[src/rtl/riscv_arb_pkg.sv]
// riscv_arb_pkg
// Shared types and constants for the unified-memory arbiter.
//   arb_state_e  : arbiter FSM encoding (IDLE, WAIT)
//   grant_e      : which requester owns the access in flight (GNT_IF, GNT_DM)
//   BE_WORD      : byte-enable pattern used for instruction fetches
//   pick_grantee : chooses the grantee from the two request lines
package riscv_arb_pkg;

  typedef enum logic [0:0] {
    IDLE = 1'b0,
    WAIT = 1'b1
  } arb_state_e;

  typedef enum logic [0:0] {
    GNT_IF = 1'b0,
    GNT_DM = 1'b1
  } grant_e;

  localparam logic [3:0] BE_WORD = 4'hF;

  // A lone requester always wins; tie_to_if only matters when both ask.
  function automatic grant_e pick_grantee(input logic if_req,
                                          input logic dm_req,
                                          input logic tie_to_if);
    grant_e g;
    if (if_req && dm_req) begin
      g = tie_to_if ? GNT_IF : GNT_DM;
    end else if (dm_req) begin
      g = GNT_DM;
    end else begin
      g = GNT_IF;
    end
    return g;
  endfunction

endpackage

[src/rtl/riscv_arb_lat_timer.sv]
// riscv_arb_lat_timer
// Down-counter measuring the fixed memory latency of one access.
//   clk  : rising-edge clock
//   rst  : synchronous active-high reset (counter cleared)
//   load : start of an access; counter loads MEM_LAT
//   done : high during the last latency cycle (count == 1)
module riscv_arb_lat_timer #(
  parameter int MEM_LAT = 1
) (
  input  logic clk,
  input  logic rst,
  input  logic load,
  output logic done
);

  localparam int TW = $clog2(MEM_LAT + 1);

  logic [TW-1:0] count;

  // Load on grant, then count down to zero and park there.
  always_ff @(posedge clk) begin
    if (rst) begin
      count <= {TW{1'b0}};
    end else if (load) begin
      count <= TW'(MEM_LAT);
    end else if (count != {TW{1'b0}}) begin
      count <= count - TW'(1);
    end else begin
      count <= count;
    end
  end

  assign done = (count == TW'(1));

endmodule

[src/rtl/riscv_mem_arbiter.sv]
// riscv_mem_arbiter
// Shares one single-port unified memory between instruction fetch and data
// access. One access in flight at a time; each access strobes the memory
// port for one cycle, waits MEM_LAT cycles, then acks its requester.
// Build option: define RISCV_ARB_RR_EN for round-robin tie breaking;
// otherwise data always wins a tie (fixed priority).
// Ports:
//   clk, rst                          : clock, synchronous active-high reset
//   if_req/if_addr                    : fetch request (held until if_ack)
//   if_rdata/if_ack/if_stall          : fetch response
//   dm_req/dm_we/dm_be/dm_addr/dm_wdata : data request (held until dm_ack)
//   dm_rdata/dm_ack/dm_stall          : data response
//   mem_en/mem_we/mem_be/mem_addr/mem_wdata/mem_rdata : memory port
module riscv_mem_arbiter
  import riscv_arb_pkg::*;
#(
  parameter int MEM_LAT = 1,
  parameter int AW      = 32
) (
  input  logic          clk,
  input  logic          rst,
  input  logic          if_req,
  input  logic [AW-1:0] if_addr,
  output logic [31:0]   if_rdata,
  output logic          if_ack,
  output logic          if_stall,
  input  logic          dm_req,
  input  logic          dm_we,
  input  logic [3:0]    dm_be,
  input  logic [AW-1:0] dm_addr,
  input  logic [31:0]   dm_wdata,
  output logic [31:0]   dm_rdata,
  output logic          dm_ack,
  output logic          dm_stall,
  output logic          mem_en,
  output logic          mem_we,
  output logic [3:0]    mem_be,
  output logic [AW-1:0] mem_addr,
  output logic [31:0]   mem_wdata,
  input  logic [31:0]   mem_rdata
);

  arb_state_e state;
  grant_e     grantee;
  grant_e     sel;
  logic       tie_to_if;
  logic       start;
  logic       timer_done;

`ifdef RISCV_ARB_RR_EN
  grant_e last_grant;

  // Remember the most recent grantee so the next tie goes to the other side.
  always_ff @(posedge clk) begin
    if (rst) begin
      last_grant <= GNT_IF;
    end else if (start) begin
      last_grant <= sel;
    end else begin
      last_grant <= last_grant;
    end
  end
`endif

  // Grant selection. Requests are ignored in the ack cycle because the
  // requester only moves on to its next transaction at the ack edge.
  always_comb begin
`ifdef RISCV_ARB_RR_EN
    tie_to_if = (last_grant == GNT_DM);
`else
    tie_to_if = 1'b0;
`endif
    sel   = pick_grantee(if_req, dm_req, tie_to_if);
    start = (state == IDLE) && !if_ack && !dm_ack && (if_req || dm_req);
  end

  riscv_arb_lat_timer #(
    .MEM_LAT(MEM_LAT)
  ) u_timer (
    .clk (clk),
    .rst (rst),
    .load(start),
    .done(timer_done)
  );

  // Arbiter FSM: launch the access, wait out the latency, capture and ack.
  always_ff @(posedge clk) begin
    if (rst) begin
      state     <= IDLE;
      grantee   <= GNT_IF;
      mem_en    <= 1'b0;
      mem_we    <= 1'b0;
      mem_be    <= 4'h0;
      mem_addr  <= {AW{1'b0}};
      mem_wdata <= 32'h0;
      if_ack    <= 1'b0;
      dm_ack    <= 1'b0;
      if_rdata  <= 32'h0;
      dm_rdata  <= 32'h0;
    end else begin
      mem_en <= 1'b0;
      if_ack <= 1'b0;
      dm_ack <= 1'b0;
      case (state)
        IDLE: begin
          if (start) begin
            mem_en  <= 1'b1;
            grantee <= sel;
            state   <= WAIT;
            if (sel == GNT_DM) begin
              mem_we    <= dm_we;
              mem_be    <= dm_be;
              mem_addr  <= dm_addr;
              mem_wdata <= dm_wdata;
            end else begin
              mem_we    <= 1'b0;
              mem_be    <= BE_WORD;
              mem_addr  <= if_addr;
              mem_wdata <= 32'h0;
            end
          end
        end
        WAIT: begin
          if (timer_done) begin
            state <= IDLE;
            if (grantee == GNT_DM) begin
              dm_ack <= 1'b1;
              // A store leaves the last load result in place.
              if (!mem_we) begin
                dm_rdata <= mem_rdata;
              end
            end else begin
              if_ack   <= 1'b1;
              if_rdata <= mem_rdata;
            end
          end
        end
        default: begin
          state <= IDLE;
        end
      endcase
    end
  end

  // Stall is held low in reset so every output reads zero there.
  assign if_stall = if_req & ~if_ack & ~rst;
  assign dm_stall = dm_req & ~dm_ack & ~rst;

endmodule
[config.mk]
export PLATFORM = sky130hd
export DESIGN_NAME = riscv_mem_arbiter
export DESIGN_NICKNAME = d
export VERILOG_FILES = /design/src/rtl/riscv_arb_pkg.sv /design/src/rtl/riscv_arb_lat_timer.sv /design/src/rtl/riscv_mem_arbiter.sv
export SDC_FILE = /design/constraint.sdc
export NUM_CORES = 1
export LEC_CHECK = 0
export ABC_AREA = 1
export CAP_MARGIN = 20
export CELL_PAD_IN_SITES_DETAIL_PLACEMENT = 0
export CELL_PAD_IN_SITES_GLOBAL_PLACEMENT = 1
export CORE_MARGIN = 2
export CORE_UTILIZATION = 25
export CTS_BUF_LIST = sky130_fd_sc_hd__clkbuf_8
export DETAILED_ROUTE_END_ITERATION = 8
export HOLD_SLACK_MARGIN = 0.02
export MAX_ROUTING_LAYER = met4
export PLACE_DENSITY = 0.89
export SETUP_SLACK_MARGIN = 0.2
export SKIP_CTS_REPAIR_TIMING = 1
export SYNTH_ARGS = -nofsm -noshare
export SYNTH_HDL_FRONTEND = slang
export SYNTH_SLANG_ARGS = --single-unit
[constraint.sdc]
create_clock -name clk -period 1 [get_ports clk]
set_input_delay 0.2 -clock clk [delete_from_list [all_inputs] [get_ports clk]]
set_output_delay 0.2 -clock clk [all_outputs]
set_load 0.05 [all_outputs]
==> impl_metrics.py, run 1 <==
metrics = {
    "outcome": {
        "outcome": "finished with violations",
        "violations": "negative setup slack",
    },
    "logic_synthesis": {
        "synth_compound_area_share_pct": 9.30,
        "synth_enable_flop_cells": 0,
        "avgSynthCellArea_sq_um": 7.05,
        "muxShareOfSynthArea_pct": 0,
        "ys.flop_type": "dfxtp_1",
        "synthSimpleGateAreaFrac_pct": 29.6,
        "synth_top_family_by_area": "simple AND/OR/NAND/NOR gates",
        "synth_cell_type_count": 20,
        "syn_inst": 781,
        "post-synth-top-count-cell": "nor2_1",
        "yosys-top-cells-count": "nor2_1, nand2_1, dfxtp_1",
        "synth_xor_xnor_area_share_pct": 0,
        "synth_area_sq_mm": 0.00550,
        "synth_top_area_share_pct": 50.6,
        "ys_warn_count": 0,
        "syn_nets": 918,
        "synthArstFlopShare_pct": 0,
        "yosysTopAreaCell": "dfxtp_1",
        "ys_ff_latch": 139,
        "yosysSeqAreaShare_pct": 50.6,
        "yosys-top-cells-area": "dfxtp_1, nor2_1, nand2_1",
        "synth_fa_ha_area_share_pct": 0,
    },
    "worst_setup_path": {
        "cp-start-kind": "primary input",
        "worst_setup_path_end_kind": "output port",
        "worstReg2RegStart": "if_ack$_SDFF_PP0_",
        "slowest_stage": "clkdlybuf4s50_1",
        "path_cells": "clkdlybuf4s50_1 -> buf_4 -> nor3_4 -> buf_12",
        "worst-path-buf-inv": 3,
        "worst-endpoint-arrival_ps": 1280,
        "cp.depth": 4,
        "worstPathRequired_ps": 800,
        "worstSetupStartpoint": "rst",
        "slowest_delay_ps": 450,
        "rr_worst_depth": 8,
        "path_delay_family": "buffers and inverters",
        "critPathMaxFanout": 7,
        "path_class": "primary input to output port",
    },
    "layout": {
        "layout-drive-gt1-share_pct": 51.2,
        "antenna_cells": 0,
        "area_growth_pct": 129,
        "nNetsFinal": 1265,
    },
    "timing": {
        "hold_violations": 0,
        "setup_viol": 276,
        "rsz0062_at_grt": "yes",
        "fmax_ghz": 0.674,
        "slew_violations": 0,
        "fin_worst_skew_ps": 12.6,
        "worst_slew_pin_slew_ps": 337,
        "relSlewSlack_pct": 77.5,
        "fin_tns_setup_ps": -59550,
        "period_share_pct": 148,
        "setup_slack_ps": -484,
        "period_needed_ps": 1480,
    },
    "routing": {
        "dr.pass1.iters": 4,
        "first_iter_violations": 228,
        "wl_per_cell_um": 15.7,
        "ant_nets": 0,
        "via_per_inst": 4.41,
        "routed_wl_um": 22300,
        "drcViolationCount": 0,
        "vias": 6269,
    },
    "floorplan": {
        "start_util_pct": 25.4,
        "die-area_sq_mm": 0.0232,
        "io_pins": 275,
        "fp-row-count": 54,
        "core_area_sq_mm": 0.0217,
        "die_y_um": 152,
        "fp.dieW_um": 152,
    },
    "power_and_ir_drop": {
        "switching_power_w": 0.00670,
        "p_comb_share_pct": 39.3,
        "swShare_pct": 35.2,
        "p_int_w": 0.0124,
        "p_total_w": 0.0191,
        "clkPwrFrac_pct": 26.0,
        "p_per_area_mw_per_mm2": 1510,
        "peakVddDrop_mv": 0.800,
        "leakagePower_nw": 5.40,
        "p_seq_share_pct": 34.7,
    },
    "clock_tree": {
        "cts_tree": "done",
        "root_buffer": "clkbuf_8",
        "clock_sinks": 139,
        "clock_path_buffers": 2,
        "clk_pin_slew_ps": 80,
        "cts_made_buffers": 17,
        "cts_max_level": 4,
        "worstSkewPairLatency_ps": 450,
    },
    "hold_path": {
        "hold_path.class": "primary input to flip-flop",
        "worstHoldPathCells": 3,
        "hold_start": "dm_wdata[12]",
    },
    "placement": {
        "finalWeightedCongestion": 0.766,
        "port_buffers": 274,
        "hpwl_um": 13600,
        "place_ws_ps": -609,
    },
    "grt": {
        "grt_pass1_wl_um": 29200,
        "grt_overflow": 0,
        "first_global_vias": 5561,
        "grt_max_degree": 53,
        "grt_antenna_before_repair": 0,
        "track_usage_pct": 16.1,
    },
    "run": {
        "drv_cap": 0,
    },
}
-- flip-flops by register name, indices dropped and copies added, names as in the netlist --
| register | cells |
|---|---|
| grantee | 1 |
| mem_en | 1 |
| state | 1 |
| if_ack | 1 |
| dm_rdata | 32 |
| mem_we | 1 |
| mem_be | 4 |
| dm_ack | 1 |
| mem_addr | 32 |
| u_timer.done | 1 |
| if_rdata | 32 |
| mem_wdata | 32 |
-- layout make-up --
cell class,instances,area (sq um)
inverters,81,325
repair buffers,376,5480
flip-flops and latches,139,3080
multi-input cells,513,2970
clock buffers,17,234
well taps,280,350
clock inverters,15,186
fillers,1797,9070
-- worst paths after layout --
| path | slack [ps] | endpoint |
|---|---|---|
| worst max-delay path | -480 | dm_stall |
| worst min-delay path | 290 | mem_wdata[12]$_SDFFE_PP0P_ |
| worst max register to register | -460 | mem_addr[14]$_SDFFE_PP0P_ |
| worst min register to register | 490 | mem_wdata[3]$_SDFFE_PP0P_ |
-- cells in the final DEF (no fill, tap or decap), types with 2 or more instances in the layout --
cell,netlist,routed
a21oi_2,0,4
buf_12,0,154
buf_4,5,47
buf_6,5,16
buf_8,0,8
bufinv_16,0,3
clkbuf_16,0,15
clkbuf_8,0,17
clkdlybuf4s50_1,0,135
clkinv_2,1,4
clkinv_4,0,2
clkinvlp_4,0,2
dfxtp_2,0,91
dfxtp_4,0,48
inv_1,76,75
inv_4,1,3
inv_6,0,3
inv_8,0,2
nand2_1,168,142
nand2_2,1,17
nand2_4,0,9
nand3_1,38,6
nand3_2,2,30
nand3_4,0,4
nor2_1,196,138
nor2_2,0,26
nor2_4,3,35
nor3_4,0,2
o21ai_0,4,2
o21ai_1,93,58
o21ai_2,0,34
o21ai_4,0,3
-- stage by stage --
| step | hold WS [ps] | cells | utilization [%] | area (sq um) |
|---|---|---|---|---|
| floorplan | 326 | 781 | - | 5740 |
| global placement | 449 | 1325 | 47.5 | 10300 |
| detailed placement | 455 | 1325 | 47.5 | 10300 |
| CTS | 248 | 1357 | 49.4 | 10700 |
| global route | 266 | 1421 | 58.2 | 12600 |
| finish | 292 | 1421 | 58.2 | 12600 |
-- worst register-to-register path, cell delays in order (launching register included) --
cell	delay [ps]
dfxtp_4	350
buf_4	130
nor2_4	170
nand3_4	170
buf_12	200
clkbuf_16	170
nand2_4	50
nand2_1	40
nor2_1	110
-- logic make-up (layout without fill, tap and decap cells) --
group / after synthesis / count (layout)
AOI/OAI and AO/OA: 102 / 102
and+or+nand+nor: 411 / 411
DFF: 139 / 139
buffers and inverters: 129 / 489
-- power by group through the flow --
stage	logic (W)	registers (W)	clock network, W
2_1_floorplan	0.00137	0.00811	0
3_3_place_gp	0.00591	0.00671	0
3_5_place_dp	0.00596	0.00673	0
4_1_cts	0.00598	0.00660	0.00511
5_1_grt	0.00789	0.00668	0.00536
6_report	0.00750	0.00662	0.00495
-- per-layer routing --
layer / up-vias / wire length (um) / part of all wire, % / GRT usage (%)
met5: - / 0 / 0 / -
met4: 0 / 393 / 1.8 / 4.41
met3: 36 / 1630 / 7.3 / 6.37
met1: 2912 / 8920 / 40 / 19.5
li1: 3098 / - / - / -
met2: 223 / 11300 / 51 / 25.0
No activity file was read; power rests on OpenSTA's default activity.
==> run 2: changes to the inputs <==
CORE_ASPECT_RATIO = 0.7   (was unset)
==> impl_metrics.py, run 2 (synthesized netlist as in run 1, its figures left out) <==
metrics = {
    "outcome": {
        "outcome": "finished with violations",
        "violations": "negative setup slack",
    },
    "run": {
        "drv_cap": 0,
    },
    "grt": {
        "grt_pass1_wl_um": 29400,
        "track_usage_pct": 16.6,
        "grt_antenna_before_repair": 2,
        "grt_overflow": 0,
        "first_global_vias": 5597,
        "grt_max_degree": 36,
    },
    "worst_setup_path": {
        "critPathMaxFanout": 3,
        "path_cells": "buf_6 -> nor3_4 -> buf_12",
        "rr_worst_depth": 7,
        "worstReg2RegStart": "if_ack$_SDFF_PP0_",
        "path_class": "flip-flop to output port",
        "worst_setup_path_end_kind": "output port",
        "reg2reg_to": "mem_wdata[17]$_SDFFE_PP0P_",
        "worstPathRequired_ps": 800,
        "worst-r2r-setup-slack_ps": -450,
        "slowest_stage": "dfxtp_4",
        "slowest_delay_ps": 350,
        "cp-start-kind": "flip-flop",
        "worst-endpoint-arrival_ps": 1270,
    },
    "clock_tree": {
        "clock_path_buffers": 2,
        "cts_tree": "done",
        "root_buffer": "clkbuf_8",
        "clock_sinks": 139,
        "clk_pin_slew_ps": 90,
        "cts_made_buffers": 17,
        "cts_max_level": 4,
        "worstSkewPairLatency_ps": 450,
    },
    "hold_path": {
        "worstHoldPathCells": 3,
        "hold_end": "mem_wdata[9]$_SDFFE_PP0P_",
        "hold_start": "dm_wdata[9]",
        "hold_path.class": "primary input to flip-flop",
    },
    "power_and_ir_drop": {
        "p_seq_share_pct": 36.0,
        "peakVddDrop_mv": 0.761,
        "leakagePower_nw": 5.29,
        "p_per_area_mw_per_mm2": 1520,
        "clkPwrFrac_pct": 24.5,
        "swShare_pct": 36.0,
        "p_int_w": 0.0118,
        "switching_power_w": 0.00667,
        "p_comb_share_pct": 39.6,
    },
    "layout": {
        "layout-drive-gt1-share_pct": 49.6,
        "nFillCells": 1853,
        "final_common_cell": "buf_12",
        "nNetsFinal": 1246,
        "stdcell_area_sq_mm": 0.0122,
        "area_growth_pct": 122,
        "regArea_sq_mm": 0.00300,
        "final_cell_mix": "buf_12, nor2_1, clkdlybuf4s50_1",
        "multi_input_comb_area_sq_mm": 0.00284,
    },
    "routing": {
        "met2_length_um": 10000,
        "top_layer": "met4",
        "wl_met3_um": 1650,
        "first_iter_violations": 276,
        "wl_per_cell_um": 15.5,
        "routed_wl_um": 21800,
        "drcViolationCount": 0,
        "dr.pass1.iters": 4,
        "vias": 6114,
        "via_per_inst": 4.35,
        "ant_nets": 0,
        "met1Wirelength_um": 9780,
    },
    "timing": {
        "setup_slack_ps": -474,
        "relSlewSlack_pct": 75.4,
        "setup_viol": 276,
        "rsz0062_at_grt": "yes",
        "slew_violations": 0,
        "fin_worst_skew_ps": 17.9,
        "period_needed_ps": 1470,
        "worst_slew_pin_slew_ps": 369,
        "fmax_ghz": 0.678,
        "hold_violations": 0,
        "period_share_pct": 147,
        "timing.hold.ws_ps": 280,
    },
    "placement": {
        "hpwl_um": 14200,
        "postPlaceCellArea_sq_mm": 0.0103,
        "finalWeightedCongestion": 0.807,
        "port_buffers": 274,
    },
    "floorplan": {
        "fp-row-count": 45,
        "core_area_sq_mm": 0.0216,
        "die_y_um": 128,
        "die-area_sq_mm": 0.0232,
        "start_util_pct": 25.5,
        "fp.dieW_um": 181,
        "io_pins": 275,
    },
}
-- run 2: cell types whose count changed in the layout (fill, tap and decap cells not counted), moves of 6 or more --
cell and change:
nand2_2 +8, nand2_1 -9, nand3_1 +30, nor2_2 +6, o21ai_1 -18, nor2_1 +7, buf_4 -20, o21ai_2 +20
nor2_4 -13, nand3_2 -28, dfxtp_4 -32, dfxtp_2 +32, buf_6 +6
-- run 2: routing by layer --
| layer | track usage [%] | vias to the layer above |
|---|---|---|
| met4 | 5.83 | 0 |
| li1 | - | 3066 |
| met2 | 25.4 | 195 |
| met5 | - | - |
| met3 | 6.05 | 20 |
| met1 | 20.2 | 2833 |
-- run 2: worst max-delay path by stage --
stage | startpoint | end | slack (ps) | cells past startpoint
2_1_floorplan | if_ack$_SDFF_PP0_ | mem_addr[29]$_SDFFE_PP0P_ | -180 | 6
3_5_place_dp | dm_req | mem_wdata[0]$_SDFFE_PP0P_ | -590 | 7
3_3_place_gp | dm_req | mem_addr[10]$_SDFFE_PP0P_ | -600 | 6
6_report | dm_ack$_SDFF_PP0_ | dm_stall | -470 | 3
4_1_cts | dm_ack$_SDFF_PP0_ | dm_stall | -550 | 3
5_1_grt | dm_ack$_SDFF_PP0_ | dm_stall | -530 | 3
-- run 2: power groups by stage --
stage | Combinational (W) | Clock, W | Sequential [W]
global route | 0.00770 | 0.00490 | 0.00671
finish | 0.00732 | 0.00453 | 0.00665
CTS | 0.00601 | 0.00466 | 0.00662
global placement | 0.00595 | 0 | 0.00673
detailed placement | 0.00599 | 0 | 0.00675
floorplan | 0.00137 | 0 | 0.00811
-- run 2: cell type report --
cell class,instances,area share (%)
diodes,2,0.0410
clock buffers,18,2.03
clock inverters,14,1.12
inverters,81,2.71
multi-input cells,514,23.3
flip-flops and latches,139,24.6
well taps,282,2.89
repair buffers,356,43.3
-- run 2: stage by stage --
| stage | total power (W) | setup slack, ps | util, % | setup TNS, ps | std cells |
|---|---|---|---|---|---|
| floorplan | 0.00948 | -185 | - | -12080 | 781 |
| detailed placement | 0.0127 | -593 | 47.7 | -62320 | 1325 |
| finish | 0.0185 | -474 | 56.4 | -61740 | 1406 |
| CTS | 0.0173 | -550 | 49.4 | -50710 | 1357 |
| global placement | 0.0127 | -603 | 47.7 | -61130 | 1325 |
| global route | 0.0193 | -533 | 56.4 | -77810 | 1406 |
-- run 2: critical path: cells and delay by family, from the launching register on --
kind	cells	cell delay, ps
buffers and inverters	2	280
DFF	1	350
and+or+nand+nor	1	200
==> run 3: changes to the inputs <==
CORE_MARGIN = 10   (was 2)
==> impl_metrics.py, run 3 (synthesized netlist as in run 1, its figures left out) <==
metrics = {
    "placement": {
        "postPlaceCellArea_sq_mm": 0.0103,
        "hpwl_um": 16000,
        "finalWeightedCongestion": 0.796,
        "port_buffers": 274,
    },
    "timing": {
        "timing.hold.ws_ps": 272,
        "setup_slack_ps": -478,
        "worst_slew_pin_slew_ps": 330,
        "fin_tns_setup_ps": -55370,
        "setup_viol": 276,
        "fin_worst_skew_ps": 18.5,
        "period_share_pct": 148,
        "hold_violations": 0,
        "fmax_ghz": 0.676,
        "slew_violations": 0,
        "rsz0062_at_grt": "yes",
        "period_needed_ps": 1480,
        "relSlewSlack_pct": 78.0,
    },
    "layout": {
        "final_common_cell": "buf_12",
        "regArea_sq_mm": 0.00300,
        "nNetsFinal": 1238,
        "stdcell_area_sq_mm": 0.0122,
        "multi_input_comb_area_sq_mm": 0.00291,
        "nFillCells": 1837,
        "area_growth_pct": 123,
        "layout-drive-gt1-share_pct": 51.0,
        "antenna_cells": 0,
        "fin_util_pct": 56.5,
        "final_cell_mix": "buf_12, nand2_1, clkdlybuf4s50_1",
    },
    "hold_path": {
        "hold_start": "dm_wdata[14]",
        "worstHoldPathCells": 3,
        "hold_end": "mem_wdata[14]$_SDFFE_PP0P_",
        "hold_path.class": "primary input to flip-flop",
    },
    "worst_setup_path": {
        "reg2reg_to": "mem_wdata[15]$_SDFFE_PP0P_",
        "cp-start-kind": "primary input",
        "worst-endpoint-arrival_ps": 1280,
        "rr_worst_depth": 7,
        "worstPathRequired_ps": 800,
        "worstReg2RegStart": "if_ack$_SDFF_PP0_",
        "worst-r2r-setup-slack_ps": -390,
        "critPathMaxFanout": 7,
        "path_class": "primary input to output port",
        "worst_setup_path_end_kind": "output port",
    },
    "power_and_ir_drop": {
        "p_per_area_mw_per_mm2": 1500,
        "leakagePower_nw": 5.24,
        "p_total_w": 0.0184,
        "peakVddDrop_mv": 0.811,
    },
    "outcome": {
        "outcome": "finished with violations",
        "violations": "negative setup slack",
    },
    "floorplan": {
        "die_y_um": 144,
        "start_util_pct": 25.4,
        "fp.dieW_um": 197,
        "die-area_sq_mm": 0.0284,
        "fp-row-count": 45,
        "io_pins": 275,
        "core_area_sq_mm": 0.0217,
    },
    "grt": {
        "grt_max_degree": 38,
        "track_usage_pct": 14.3,
        "grt_antenna_before_repair": 0,
        "grt_pass1_wl_um": 30800,
        "first_global_vias": 5550,
        "grt_overflow": 0,
    },
    "routing": {
        "ant_nets": 0,
        "wl_per_cell_um": 17.4,
        "first_iter_violations": 244,
        "drcViolationCount": 0,
        "dr.pass1.iters": 4,
        "vias": 6175,
        "via_per_inst": 4.43,
        "routed_wl_um": 24200,
    },
    "clock_tree": {
        "clock_sinks": 139,
        "cts_made_buffers": 17,
        "root_buffer": "clkbuf_8",
        "worstSkewPairLatency_ps": 450,
        "cts_max_level": 4,
        "cts_tree": "done",
        "clock_path_buffers": 2,
        "clk_pin_slew_ps": 100,
    },
    "run": {
        "drv_cap": 0,
    },
}
run 3: final cells by class:
cell class / count / area share (%)
Clock buffer: 17 / 1.91
Clock inverter: 14 / 1.04
Inverter: 81 / 2.68
Multi-Input combinational cell: 514 / 23.8
Sequential cell: 139 / 24.5
Tap cell: 282 / 2.88
Timing Repair Buffer: 348 / 43.2
run 3: power breakdown:
group / leakage [nW] / internal, W / switching (W)
clock: 0.180 / 0.00180 / 0.00255
sequential: 1.20 / 0.00612 / 0.000535
combinational: 3.86 / 0.00367 / 0.00372
run 3: worst max path at each step:
| stage | from | end | slack, ps |
|---|---|---|---|
| after floorplan | if_ack$_SDFF_PP0_ | mem_addr[29]$_SDFFE_PP0P_ | -180 |
| after global placement | dm_req | mem_addr[17]$_SDFFE_PP0P_ | -590 |
| after detailed placement | dm_req | mem_addr[15]$_SDFFE_PP0P_ | -640 |
| after CTS | dm_ack$_SDFF_PP0_ | dm_stall | -550 |
| after global routing | if_ack$_SDFF_PP0_ | if_stall | -550 |
| final | rst | if_stall | -480 |
run 3: metal layers:
metal  track usage, %  routed length (um)
met1             16.6               10400
met2             21.5               11200
met3             7.66                2370
met4             3.03                 315
met5                -                   0
run 3: critical path, cell delays in order:
cell and delay [ps]:
clkdlybuf4s50_1 450, buf_4 220, nor3_4 240, buf_12 160
run 3: stage by stage:
| step | setup WS, ps | cells |
|---|---|---|
| after floorplan | -185 | 781 |
| after global placement | -591 | 1322 |
| after detailed placement | -636 | 1322 |
| after CTS | -552 | 1353 |
| after global routing | -547 | 1395 |
| final | -478 | 1395 |
==> RTL change 1: new RTL, settings of run 2 <==
Change the parameter `AW` from 32 to 16.
--- a/src/rtl/riscv_mem_arbiter.sv
+++ b/src/rtl/riscv_mem_arbiter.sv
@@ -16,5 +16,5 @@
 #(
   parameter int MEM_LAT = 1,
-  parameter int AW      = 32
+  parameter int AW      = 16
 ) (
   input  logic          clk,
Ports: changed (resized dm_addr, if_addr and mem_addr); port bits go from 275 to 227. No check against the original RTL was run, so the function may have changed too.
==> RTL change 1 against run 2 <==
  * The flow still finishes with violations (negative setup slack)
  * Area after synthesis is 16% lower
  * Design area decreased by 15%
  * Cell count is 18% lower
  * Sequential cell count decreased by 16
  * Count of clock-buffer cells in the layout is 2 higher
  * Via count is 18% lower
  * Die area fell by 15%
  * Power fell by 15%
  * Setup slack gained 0.058 ns
  * Routed wire length down 18%
  * Clock power shrank 1%
  * Critical endpoint is now if_stall
  * Global-route usage shrank 0.29 points
  * Combinational power fell by 24%
==> RTL change 1: results (changes against run 2) <==
| Metric | Value |
|---|---|
| Outcome | finished with violations (unchanged) |
| Violations in the final reports | negative setup slack (unchanged) |
| Setup slack of the worst register-to-register path | -0.22 ns (was -0.45 ns) |
| Routability cong. | 0.7633 (was 0.8068) |
| Sequential-to-total area share from yosys stat | 53.09% (was 50.56%) |
| Total via count after detailed routing | 5035 (was 6114) |
| Area contributors post-synth | sky130_fd_sc_hd__dfxtp_1 (53%), sky130_fd_sc_hd__nor2_1 (13%), sky130_fd_sc_hd__o21ai_1 (10%), sky130_fd_sc_hd__nand2_1 (7.0%), sky130_fd_sc_hd__inv_1 (4.7%) (was sky130_fd_sc_hd__dfxtp_1 (51%), sky130_fd_sc_hd__nor2_1 (13%), sky130_fd_sc_hd__nand2_1 (11%), sky130_fd_sc_hd__o21ai_1 (8.5%), sky130_fd_sc_hd__inv_1 (5.2%)) |
| Number of library cell types mapped by synthesis | 19 (was 20) |
| Final-stage net count | 1003 (was 1246) |
| Arr. time, crit path | 1.22 ns (was 1.27 ns) |
| IR drop worst, VDD | 0.0009602 V (was 0.0007605 V) |
| Share of synthesized flip-flops with an asynchronous set or reset | 0% (unchanged) |
| Number of antenna violations at the first check in global routing | 0 (was 2) |
| Synthesized net count | 733 (was 918) |
| DRC violation total after the first TritonRoute iteration | 222 (was 276) |
| Reported leakage power | 4.375 nW (was 5.289 nW) |
| Synth Area in Compound Gates | 11.03% (was 9.298%) |
| Sum of net half-perimeters after detailed placement | 11340 µm (was 14210 µm) |
| Via count of the first global-routing pass | 4712 (was 5597) |
| H-tree levels | 4 (unchanged) |
| Worst clock skew | 0.009824 ns (was 0.01794 ns) |
| Fraction of layout instances using a drive strength above 1 | 53.68% (was 49.55%) |
| Count of inserted antenna diode cells | 0 (was 2) |
| Worst-case clock buffer depth | 2 (unchanged) |
| Pin count of the biggest net entering global routing | 53 (was 36) |
| Setup TNS | -34.95 ns (was -61.74 ns) |
| Worst slew margin relative to its limit | 78.75% (was 75.43%) |
| Fill cell total of the finished layout | 1529 (was 1853) |
| Port bufs | 226 (was 274) |
| Crit path setup slack, layout | -0.4163 ns (was -0.4741 ns) |
| First-pass GRT wire length | 24790 µm (was 29350 µm) |
| Total routed wirelength | 17830 µm (was 21750 µm) |
| Clock latency on the worst-skew pair | 0.44 ns |
| Path type of the worst min-delay path | in -> reg (unchanged) |
| Overall track demand over capacity in global routing | 16.30% (was 16.59%) |
| Final setup vio count | 243 (was 276) |
| Leading cell types by count after synthesis | sky130_fd_sc_hd__nor2_1 (164), sky130_fd_sc_hd__dfxtp_1 (123), sky130_fd_sc_hd__o21ai_1 (96) (was sky130_fd_sc_hd__nor2_1 (196), sky130_fd_sc_hd__nand2_1 (168), sky130_fd_sc_hd__dfxtp_1 (139)) |
| Crit Path Max Fanout | 2 (was 3) |
| Worst slack at placement | -0.5691 ns (was -0.5932 ns) |
| Clk slew on worst S/H paths | 0.07 ns (was 0.09 ns) |
==> RTL change 1: changes by cell type in the layout (fill, tap and decap cells not counted), moves of 18 or more <==
cell / run 2 / this run
sky130_fd_sc_hd__nand2_2: 25 / 6
sky130_fd_sc_hd__dfxtp_4: 16 / 34
sky130_fd_sc_hd__clkdlybuf4s50_1: 134 / 102
sky130_fd_sc_hd__o21ai_1: 40 / 68
sky130_fd_sc_hd__nand3_2: 2 / 33
sky130_fd_sc_hd__dfxtp_2: 123 / 89
sky130_fd_sc_hd__nor2_1: 145 / 105
sky130_fd_sc_hd__nand2_1: 133 / 79
sky130_fd_sc_hd__nand3_1: 36 / 4
sky130_fd_sc_hd__o21ai_2: 54 / 26
==> RTL change 1: worst paths after layout <==
kind	from	end	depth (start not counted)
setup / recovery	if_ack$_SDFF_PP0_	if_stall	3
hold / removal	rst	u_timer.done$_SDFF_PP0_	4
setup reg to reg	dm_ack$_SDFF_PP0_	mem_addr[12]$_SDFFE_PP0P_	8
hold reg to reg	u_timer.done$_SDFF_PP0_	state$_SDFF_PP0_	1
==> RTL change 1: metal layers <==
layer / track usage [%] / part of all wire [%]
met1: 19.70 / 45
met2: 24.69 / 46
met3: 7.028 / 8.6
met4: 4.795 / 0.76
met5: - / 0
==> RTL change 1: report_power, final <==
| part | internal [mW] | switching, mW | total, mW | leakage, nW |
|---|---|---|---|---|
| sequential | 5.33 | 0.443 | 5.77 | 1.07 |
| combinational | 2.74 | 2.79 | 5.53 | 3.11 |
| clock | 2.39 | 2.09 | 4.48 | 0.200 |
| total | 10.5 | 5.32 | 15.8 | 4.38 |
==> RTL change 1: critical path: stages, from the launching register on <==
cell	delay (ns)
sky130_fd_sc_hd__dfxtp_4	0.36
sky130_fd_sc_hd__buf_6	0.12
sky130_fd_sc_hd__nor3_4	0.14
sky130_fd_sc_hd__buf_12	0.16
==> RTL change 1: cells by family (layout without fill, tap and decap cells) <==
group / count (synthesis) / in the layout
compound gates: 102 / 102
buf+inv: 104 / 387
flops: 123 / 123
simple gates: 299 / 299
==> RTL change 1: final cells by class <==
cell class,instances,area share (%)
repair buffers,290,41.97
flip-flops and latches,123,25.96
multi-input cells,401,22.84
well taps,236,2.838
clock buffers,20,2.645
inverters,65,2.573
clock inverters,12,1.178
==> RTL change 1: per-stage QoR <==
step / power (mW) / utilization, % / hold WS [ns] / instance area [µm²] / instances
after floorplan: 8.041 / - / 0.3261 / 4935 / 628
after global placement: 10.57 / 48.36 / 0.4489 / 8757 / 1081
after detailed placement: 10.62 / 48.36 / 0.4562 / 8757 / 1081
after CTS: 15.13 / 50.56 / 0.2594 / 9155 / 1113
after global routing: 16.51 / 57.46 / 0.2574 / 10410 / 1147
final: 15.78 / 57.46 / 0.2709 / 10410 / 1147
==> RTL change 2: new RTL, settings of run 2 <==
Made on the original files. The option `RISCV_ARB_RR_EN` is turned on by a define.
--- a/src/rtl/riscv_mem_arbiter.sv
+++ b/src/rtl/riscv_mem_arbiter.sv
@@ -12,4 +12,6 @@
 //   dm_rdata/dm_ack/dm_stall          : data response
 //   mem_en/mem_we/mem_be/mem_addr/mem_wdata/mem_rdata : memory port
+`define RISCV_ARB_RR_EN
+
 module riscv_mem_arbiter
   import riscv_arb_pkg::*;
Behaviour: not the same (Yosys sat finds a counterexample within 10 cycles, from zero or initial values and one cycle with rst high).
==> RTL change 2 against run 2 <==
  * Global-route usage rose by 0.91 points
  * Setup slack worse by 0.0099 ns
  * Power shrank 6.8%
  * Design area grew 6.5%
  * Sequential share of layout area decreased by 1.2 points
  * The run still ends with negative setup slack left
  * Routed wire length is 19% higher
  * Area after synthesis grew 9.6%
  * Largest cell class unchanged
  * Largest power group is now registers
  * Sequential cell count increased by 1
  * Synthesized cell count up 15%
  * Worst hold slack worse by 0.22 ns
==> RTL change 2: results (changes against run 2) <==
| Metric | Value |
|---|---|
| Cell count of the worst reg-to-reg path | 10 (was 7) |
| Sequential-to-total area share from yosys stat | 46.45% (was 50.56%) |
| Hold Path Depth | 2 (was 3) |
| Synthesized net count | 1038 (was 918) |
| Worst clock skew | 0.01264 ns (was 0.01794 ns) |
| Count of inserted antenna diode cells | 1 (was 2) |
| Combinational Power | 5.58 mW (was 7.32 mW) |
| Area occupied by multi-input gates | 3400 µm² (was 2839 µm²) |
| GR Layer Usage met3 | 4.605% (was 6.051%) |
| IR drop worst, VDD | 0.0008822 V (was 0.0007605 V) |
| Worst Hold Margin | 0.05620 ns (was 0.2798 ns) |
| Number of logic inverters in the finished layout | 112 (was 81) |
| Tap cell count | 318 (was 282) |
| Number of sinks on the clock net | 140 (was 139) |
| Setup TNS | -57.64 ns (was -61.74 ns) |
| Signal buf overhead | 40.42% (was 43.35%) |
| Number of library cell types mapped by synthesis | 19 (was 20) |
| Setup slack of the worst register-to-register path | -0.38 ns (was -0.45 ns) |
| Count of multi-input gates | 591 (was 514) |
| Worst flop-to-flop path startpoint | dm_ack$_SDFF_PP0_ (was if_ack$_SDFF_PP0_) |
| Final-stage net count | 1354 (was 1246) |
| Total Power Consumption | 17.24 mW (was 18.50 mW) |
| Number of antenna violations at the first check in global routing | 1 (was 2) |
| Crit path setup slack, layout | -0.4840 ns (was -0.4741 ns) |
| DRC violation total after the first TritonRoute iteration | 362 (was 276) |
| Overall track demand over capacity in global routing | 17.50% (was 16.59%) |
| Hold Crit Start | rst (was dm_wdata[9]) |
| Final setup vio count | 277 (was 276) |
| Worst slew margin relative to its limit | 71.93% (was 75.43%) |
| Met1 demand-to-capacity share in global routing | 22.76% (was 20.21%) |
| Pin count of the biggest net entering global routing | 44 (was 36) |
| Termination of the worst setup path | if_stall (was dm_stall) |
| Wire length the detailed router placed on met1 | 11920 µm (was 9777 µm) |
| Area occupied by registers | 3033 µm² (was 2997 µm²) |
| Synth Area per Inst | 6.696 µm² (was 7.047 µm²) |
| Endpoint of the lowest-slack register-to-register path | mem_addr[28]$_SDFFE_PP0P_ (was mem_wdata[17]$_SDFFE_PP0P_) |
| Via count of the first global-routing pass | 6121 (was 5597) |
| Amount of wire on met3 after detailed routing | 1662 µm (was 1645 µm) |
| Outcome | finished with violations (unchanged) |
| Worst slack at placement | -0.6008 ns (was -0.5932 ns) |
| Violations in the final reports | negative setup slack (unchanged) |
| Clock tree cell share of total cell area | 3.556% (was 3.150%) |
| Power attributed to the clock group | 5.34 mW (was 4.53 mW) |
| Fill cell total of the finished layout | 2049 (was 1853) |
| Wire length on met2 | 11840 µm (was 10050 µm) |
| Routability cong. | 0.8544 (was 0.8068) |
| Synth Area in Compound Gates | 8.212% (was 9.298%) |
| Total via count after detailed routing | 6906 (was 6114) |
RTL change 2: changes by cell type in the layout (fill, tap and decap cells not counted), sizes merged, moves of 4 or more:
cell / before / now
nor3: 3 / 7
nand3: 41 / 66
nand2: 169 / 148
inv: 83 / 112
nor2: 199 / 271
o21ai: 97 / 64
a21oi: 4 / 35
clkinv: 7 / 1
RTL change 2: worst reg2reg max path: stages, from the launching register on:
cell and delay [ns]:
sky130_fd_sc_hd__dfxtp_4 0.36, sky130_fd_sc_hd__buf_6 0.12, sky130_fd_sc_hd__inv_6 0.06, sky130_fd_sc_hd__nand2_4 0.05, sky130_fd_sc_hd__nor2_4 0.15, sky130_fd_sc_hd__buf_6 0.12
sky130_fd_sc_hd__buf_6 0.08, sky130_fd_sc_hd__buf_8 0.12, sky130_fd_sc_hd__nand3_2 0.07, sky130_fd_sc_hd__nor2_2 0.11, sky130_fd_sc_hd__nor2_1 0.05
